==> config.mk <==
export PLATFORM = sky130hd
export DESIGN_NAME = uart_reg_bridge_flat
export DESIGN_NICKNAME = d
export VERILOG_FILES = /design/src/rtl/uart_reg_bridge_if.sv /design/src/rtl/uart_reg_bridge.sv /design/src/flat_wrapper.sv
export SDC_FILE = /design/constraint.sdc
export NUM_CORES = 1
export LEC_CHECK = 0
export ABC_AREA = 1
export CAP_MARGIN = 20
export CORE_UTILIZATION = 40
export DETAILED_ROUTE_END_ITERATION = 8
export MAX_ROUTING_LAYER = met4
export PLACE_DENSITY = 0.72
export SLEW_MARGIN = 20
export SYNTH_ARGS = -nofsm -noshare
export SYNTH_HDL_FRONTEND = slang
export SYNTH_SLANG_ARGS = --single-unit
==> constraint.sdc <==
create_clock -name clk -period 4.7 [get_ports clk]
set_input_delay 0.94 -clock clk [delete_from_list [all_inputs] [get_ports clk]]
set_output_delay 0.94 -clock clk [all_outputs]
set_load 0.05 [all_outputs]
==> src/rtl/uart_reg_bridge_if.sv <==
// Byte-stream and register-bus signals between the UART FIFOs, the command
// bridge and the on-chip register file.
interface uart_reg_bridge_if;
    logic       rx_empty;
    logic [7:0] rx_data;
    logic       rd_uart;
    logic       tx_full;
    logic       wr_uart;
    logic [7:0] w_data;
    logic [7:0] reg_addr;
    logic [7:0] reg_wdata;
    logic       reg_we;
    logic       reg_re;
    logic [7:0] reg_rdata;

    modport master (
        input  rx_empty, rx_data, tx_full, reg_rdata,
        output rd_uart, wr_uart, w_data, reg_addr, reg_wdata, reg_we, reg_re
    );

    modport slave (
        output rx_empty, rx_data, tx_full, reg_rdata,
        input  rd_uart, wr_uart, w_data, reg_addr, reg_wdata, reg_we, reg_re
    );
endinterface

==> src/rtl/uart_reg_bridge.sv <==
// Decodes SYNC/CMD/ADDR/[DATA]/CSUM frames from the UART RX FIFO into register
// reads/writes and answers with ACK (+data) or NAK through the TX FIFO.
module uart_reg_bridge #(
    parameter logic [7:0] SYNC    = 8'h55,
    parameter logic [7:0] ACK     = 8'hAC,
    parameter logic [7:0] NAK     = 8'hEE,
    parameter int         TIMEOUT = 100000
) (
    input  logic              clk,
    input  logic              reset,
    uart_reg_bridge_if.master bus,
    output logic              busy,
    output logic [7:0]        err_cnt
);
    localparam logic [31:0] TMO = 32'(TIMEOUT);

    typedef enum logic [3:0] {
        S_IDLE, S_CMD, S_ADDR, S_DATA, S_CSUM,
        S_EXEC, S_RD_WAIT, S_TX_ACK, S_TX_DATA, S_TX_NAK
    } state_t;

    state_t      r_state, w_next;
    logic [7:0]  r_cmd, r_addr, r_data, r_rdata;
    logic [7:0]  r_reg_addr, r_reg_wdata, r_err;
    logic [31:0] r_tmo;
    logic        r_ok;

    logic        w_in_frame, w_recv, w_pop, w_tmo_fire, w_is_wr, w_is_rd, w_good, w_err_inc;
    logic        w_wr, w_we, w_re;
    logic [7:0]  w_sum, w_byte;

    assign w_in_frame = (r_state == S_CMD) || (r_state == S_ADDR) ||
                        (r_state == S_DATA) || (r_state == S_CSUM);
    assign w_recv     = w_in_frame || (r_state == S_IDLE);
    // Gated by reset so the comb pop cannot fire while the FIFO sees an idle bridge held in reset.
    assign w_pop      = w_recv && !bus.rx_empty && reset;
    assign w_tmo_fire = w_in_frame && bus.rx_empty && (TIMEOUT != 0) && (r_tmo == TMO);
    assign w_is_wr    = (r_cmd == 8'h01);
    assign w_is_rd    = (r_cmd == 8'h02);
    assign w_sum      = r_cmd ^ r_addr ^ (w_is_wr ? r_data : 8'h00);
    assign w_good     = (bus.rx_data == w_sum) && (w_is_wr || w_is_rd);
    assign w_err_inc  = ((r_state == S_EXEC) && !r_ok) || w_tmo_fire;

    always_ff @(posedge clk or negedge reset) begin
        if (!reset) r_state <= S_IDLE;
        else        r_state <= w_next;
    end

    always_comb begin
        w_next = r_state;
        w_wr   = 1'b0;
        w_we   = 1'b0;
        w_re   = 1'b0;
        w_byte = 8'h00;
        case (r_state)
            S_IDLE:    if (w_pop && bus.rx_data == SYNC) w_next = S_CMD;
            S_CMD:     if (w_pop) w_next = S_ADDR;
                       else if (w_tmo_fire) w_next = S_IDLE;
            S_ADDR:    if (w_pop) w_next = w_is_wr ? S_DATA : S_CSUM;
                       else if (w_tmo_fire) w_next = S_IDLE;
            S_DATA:    if (w_pop) w_next = S_CSUM;
                       else if (w_tmo_fire) w_next = S_IDLE;
            S_CSUM:    if (w_pop) w_next = S_EXEC;
                       else if (w_tmo_fire) w_next = S_IDLE;
            S_EXEC: begin
                if (!r_ok)        w_next = S_TX_NAK;
                else if (w_is_wr) begin w_we = 1'b1; w_next = S_TX_ACK; end
                else              begin w_re = 1'b1; w_next = S_RD_WAIT; end
            end
            S_RD_WAIT: w_next = S_TX_ACK;
            S_TX_ACK: begin
                w_byte = ACK;
                if (!bus.tx_full) begin
                    w_wr   = 1'b1;
                    w_next = w_is_rd ? S_TX_DATA : S_IDLE;
                end
            end
            S_TX_DATA: begin
                w_byte = r_rdata;
                if (!bus.tx_full) begin w_wr = 1'b1; w_next = S_IDLE; end
            end
            S_TX_NAK: begin
                w_byte = NAK;
                if (!bus.tx_full) begin w_wr = 1'b1; w_next = S_IDLE; end
            end
            default:   w_next = S_IDLE;
        endcase
    end

    always_ff @(posedge clk or negedge reset) begin
        if (!reset) begin
            r_cmd       <= 8'h00;
            r_addr      <= 8'h00;
            r_data      <= 8'h00;
            r_rdata     <= 8'h00;
            r_reg_addr  <= 8'h00;
            r_reg_wdata <= 8'h00;
            r_err       <= 8'h00;
            r_tmo       <= 32'd0;
            r_ok        <= 1'b0;
        end else begin
            if (w_pop) begin
                case (r_state)
                    S_CMD:  r_cmd  <= bus.rx_data;
                    S_ADDR: r_addr <= bus.rx_data;
                    S_DATA: r_data <= bus.rx_data;
                    S_CSUM: begin
                        // Bus address/data are committed only for frames that will strobe.
                        r_ok <= w_good;
                        if (w_good) begin
                            r_reg_addr <= r_addr;
                            if (w_is_wr) r_reg_wdata <= r_data;
                        end
                    end
                    default: ;
                endcase
            end
            if (r_state == S_RD_WAIT) r_rdata <= bus.reg_rdata;
            if (w_in_frame && TIMEOUT != 0) begin
                if (w_pop)             r_tmo <= 32'd0;
                else if (bus.rx_empty) r_tmo <= r_tmo + 32'd1;
            end else begin
                r_tmo <= 32'd0;
            end
            if (w_err_inc && r_err != 8'hFF) r_err <= r_err + 8'd1;
        end
    end

    assign bus.rd_uart   = w_pop;
    assign bus.wr_uart   = w_wr;
    assign bus.w_data    = w_byte;
    assign bus.reg_we    = w_we;
    assign bus.reg_re    = w_re;
    assign bus.reg_addr  = r_reg_addr;
    assign bus.reg_wdata = r_reg_wdata;
    assign busy          = (r_state != S_IDLE);
    assign err_cnt       = r_err;
endmodule
==> src/flat_wrapper.sv <==
// flat-port wrapper written by rule: the top's interface ports become plain ports
module uart_reg_bridge_flat 
#(
    parameter logic [7:0] SYNC    = 8'h55,
    parameter logic [7:0] ACK     = 8'hAC,
    parameter logic [7:0] NAK     = 8'hEE,
    parameter int         TIMEOUT = 100000
)
  (clk, reset, busy, err_cnt, bus_rx_empty, bus_rx_data, bus_tx_full, bus_reg_rdata, bus_rd_uart, bus_wr_uart, bus_w_data, bus_reg_addr, bus_reg_wdata, bus_reg_we, bus_reg_re);
  uart_reg_bridge_if bus_i ();
  input  logic clk;
  input  logic reset;
  output logic busy;
  output logic [7:0] err_cnt;
  input wire logic [$bits(bus_i.rx_empty)-1:0] bus_rx_empty;
  input wire logic [$bits(bus_i.rx_data)-1:0] bus_rx_data;
  input wire logic [$bits(bus_i.tx_full)-1:0] bus_tx_full;
  input wire logic [$bits(bus_i.reg_rdata)-1:0] bus_reg_rdata;
  output wire logic [$bits(bus_i.rd_uart)-1:0] bus_rd_uart;
  output wire logic [$bits(bus_i.wr_uart)-1:0] bus_wr_uart;
  output wire logic [$bits(bus_i.w_data)-1:0] bus_w_data;
  output wire logic [$bits(bus_i.reg_addr)-1:0] bus_reg_addr;
  output wire logic [$bits(bus_i.reg_wdata)-1:0] bus_reg_wdata;
  output wire logic [$bits(bus_i.reg_we)-1:0] bus_reg_we;
  output wire logic [$bits(bus_i.reg_re)-1:0] bus_reg_re;
  assign bus_i.rx_empty = bus_rx_empty;
  assign bus_i.rx_data = bus_rx_data;
  assign bus_i.tx_full = bus_tx_full;
  assign bus_i.reg_rdata = bus_reg_rdata;
  assign bus_rd_uart = bus_i.rd_uart;
  assign bus_wr_uart = bus_i.wr_uart;
  assign bus_w_data = bus_i.w_data;
  assign bus_reg_addr = bus_i.reg_addr;
  assign bus_reg_wdata = bus_i.reg_wdata;
  assign bus_reg_we = bus_i.reg_we;
  assign bus_reg_re = bus_i.reg_re;
  uart_reg_bridge #(.SYNC(SYNC), .ACK(ACK), .NAK(NAK), .TIMEOUT(TIMEOUT)) u_core (.clk(clk), .reset(reset), .bus(bus_i), .busy(busy), .err_cnt(err_cnt));
endmodule
==> results.toml <==
[timing]
finalCritPeriodShare = 0.819
maxSlewViolCount = 0
grt_setup_unrepaired = "false"
hold_viol = 0
tightest_slew_ps = 620
setup_tns_ps = 0
fmaxAchievable_mhz = 260
layout_min_cycle_time_ps = 3850
finalClockSkew_ps = 4.24
setup_violations = 0
max_slew_margin = 0.587

[clocking]
cts-buffers-inserted = 9
ctsResizeCount = 0
cts_setup_buffers = 0
cts.reportedPaths.clkPinSlew_ps = 60
clock_tree.buffer_depth = 2
post_cts_hold_buffer_count = 0
cts.sink_count = 93
worstSkewPairLatency_ps = 350
clock_tree.htree_level_count = 3
clock_tree.root_cell = "sky130_fd_sc_hd__clkbuf_16"
cts_tree = "yes"

[global_routing]
globalRouteTotalUtil = 0.204
grt_pass1_vias = 4692
antenna_found_initial = 0
grtUsageMet2 = 0.332
grt_overflow = 0
top_usage_layer = "met2"
grt_start_max_net_pins = 49
met3_usage = 0.0465
use_met1 = 0.261
grt_pass1_wl_mm = 22.5

[synthesis]
post_synth_instance_area_mm2 = 0.00547
async_reset_ff_frac = 1.00
synth_enable_flop_cells = 0
seq_area_frac_synth = 0.426
synth-warning-count = 0
ys_seq_elements = 93
synth_ff_type = "sky130_fd_sc_hd__dfrtp_1"
synth_cell_types = 39
syn-mean-instance-area_um2 = 7.34
synth.net_count = 768
post_synthesis_cells = 745

[floorplan]
floorplan.io_pins = 57
die_height_um = 119
die-width_um = 119
std_cell_rows = 42
initial_utilization = 0.411
die_area_mm2 = 0.0141
core_area_mm2 = 0.0133

[placement]
dpl.cell_count = 964
gp_congestion = 0.892
detailedPlacementHpwl_mm = 9.53
port_buffers = 56

[layout]
finish.cell_count_without_fillers = 980
num_antenna_cells = 0
postLayoutCoreUtil = 0.486
drive_gt1_frac = 0.0821
area.growth.synth_to_final_pct = 18.1
layout.cells.most_common = "sky130_fd_sc_hd__nand2_1"
final_net_count = 822
leading_cell_types_in_the_layout_fill_and_taps_excluded = "sky130_fd_sc_hd__nand2_1 (211), sky130_fd_sc_hd__inv_1 (98), sky130_fd_sc_hd__dfrtp_1 (93)"

[setup_path]
rrSetupSlack_ps = 2210
cp_data_arrival_time_ps = 2910
largest_fanout_of_any_net_on_the_critical_path = 8
setup.worst_path.class = "in -> out"
critical_path_source_type = "primary input"
worst_setup_path_end_kind = "output port"
cp.required_ps = 3760

[pwr]
cellPowerDensity_mw_per_mm2 = 439
p_leak_nw = 3.02
net-switching-power_mw = 1.13
comb_power_share = 0.345
switching_share = 0.399
clock_power_share = 0.257
cell_internal_pwr_mw = 1.70
seq_power_share = 0.398
ir_worst_vdd_mv = 0.325

[drt]
finalWirelength_mm = 13.1
drc = 0
drt-wirelength-per-cell_um = 13.4
avgViaCountPerCell = 5.05
final_antenna_net_count = 0
drt_pre_antenna_iters = 4
drt_iter0_markers = 367
vias_after_detailed_routing = 4947

[run_status]
outcome = "complete, no violations"

[hold_path]
timing.hold.worst.class = "reg -> reg"

[run]
maxCapViolations = 0
==> logic make-up after synthesis <==
logic type / after synthesis / share of synthesized area
muxes: 6 / 0.0124
DFF: 93 / 0.426
xor gates and xnor gates: 12 / 0.0192
buffers and inverters: 117 / 0.0879
adders and majority gates: 3 / 0.00687
and+or+nand+nor: 420 / 0.352
AOI/OAI and AO/OA: 94 / 0.0959
==> worst max-delay path: stages <==
cell                              delay (ps)
sky130_fd_sc_hd__clkdlybuf4s50_1         430
sky130_fd_sc_hd__nor2_1                  460
sky130_fd_sc_hd__nand2_4                 140
sky130_fd_sc_hd__inv_1                   120
sky130_fd_sc_hd__clkdlybuf4s50_1         820
==> power by group through the flow <==
stage / Clock (mW) / Combinational [mW] / Sequential [mW]
after global placement: 0 / 0.959 / 1.13
final: 0.728 / 0.977 / 1.13
after global routing: 0.775 / 1.11 / 1.15
after detailed placement: 0 / 0.977 / 1.14
after CTS: 0.749 / 0.981 / 1.13
after floorplan: 0 / 0.723 / 1.14
==> flip-flops by register name, summed over array words and instances, names as in the netlist <==
register	count
u_core.r_data	8
u_core.r_tmo	32
u_core.r_ok	1
u_core.bus.reg_wdata	8
u_core.err_cnt	8
u_core.bus.reg_addr	8
u_core.r_addr	8
u_core.r_cmd	8
u_core.r_state	4
u_core.r_rdata	8
==> cells in the mapped netlist (5+ instances only) <==
cell type | number | area share
sky130_fd_sc_hd__a21oi_1 | 14 | 0.013
sky130_fd_sc_hd__buf_6 | 5 | 0.010
sky130_fd_sc_hd__clkbuf_1 | 8 | 0.0055
sky130_fd_sc_hd__dfrtp_1 | 93 | 0.43
sky130_fd_sc_hd__inv_1 | 98 | 0.067
sky130_fd_sc_hd__mux2_2 | 6 | 0.012
sky130_fd_sc_hd__nand2_1 | 211 | 0.14
sky130_fd_sc_hd__nand2_2 | 6 | 0.0069
sky130_fd_sc_hd__nand3_1 | 63 | 0.058
sky130_fd_sc_hd__nand4_1 | 25 | 0.029
sky130_fd_sc_hd__nor2_1 | 62 | 0.043
sky130_fd_sc_hd__nor2_2 | 5 | 0.0057
sky130_fd_sc_hd__nor2_4 | 6 | 0.012
sky130_fd_sc_hd__nor3_1 | 21 | 0.019
sky130_fd_sc_hd__o21ai_0 | 52 | 0.048
sky130_fd_sc_hd__o21ai_1 | 5 | 0.0046
sky130_fd_sc_hd__o21ai_2 | 7 | 0.011
sky130_fd_sc_hd__o22ai_1 | 9 | 0.010
sky130_fd_sc_hd__or2_2 | 6 | 0.0069
sky130_fd_sc_hd__xor2_1 | 9 | 0.014
==> path summary, 6_finish.rpt <==
path	cells after the start	start	end
max	5	bus_rx_empty	bus_rd_uart
min	2	u_core.bus.reg_wdata[4]	u_core.bus.reg_wdata[4]
max reg2reg	10	u_core.r_cmd[3]	u_core.bus.reg_addr[6]
min reg2reg	2	u_core.bus.reg_wdata[4]	u_core.bus.reg_wdata[4]
max in group asynchronous	3	reset	u_core.bus.reg_wdata[5]
min in group asynchronous	2	reset	u_core.r_tmo[21]
==> area by class of cell <==
class / instances / area [µm²]
Fill cell: 1347 / 6840
Multi-Input combinational cell: 535 / 2660
Sequential cell: 93 / 2330
Timing Repair Buffer: 59 / 581
Inverter: 101 / 379
Clock buffer: 11 / 233
Tap cell: 176 / 220
Clock inverter: 5 / 58.8
==> layer usage <==
layer / vias up / part of all wire / wire length (µm)
li1: 2518 / - / -
met1: 2314 / 0.46 / 6080
met2: 101 / 0.49 / 6380
met3: 14 / 0.040 / 526
met4: 0 / 0.012 / 152
met5: - / 0 / 0
==> stage by stage <==
step / hold WS [ps] / power [mW] / setup WS, ps / cell area (µm²)
after global placement: 456 / 2.09 / 881 / 6170
after global routing: 488 / 3.04 / 754 / 6460
after detailed placement: 458 / 2.12 / 848 / 6170
final: 468 / 2.83 / 851 / 6460
after CTS: 475 / 2.86 / 840 / 6460
after floorplan: 475 / 1.86 / 2050 / 5470
Note: power is estimated with default switching activity, not from simulation.
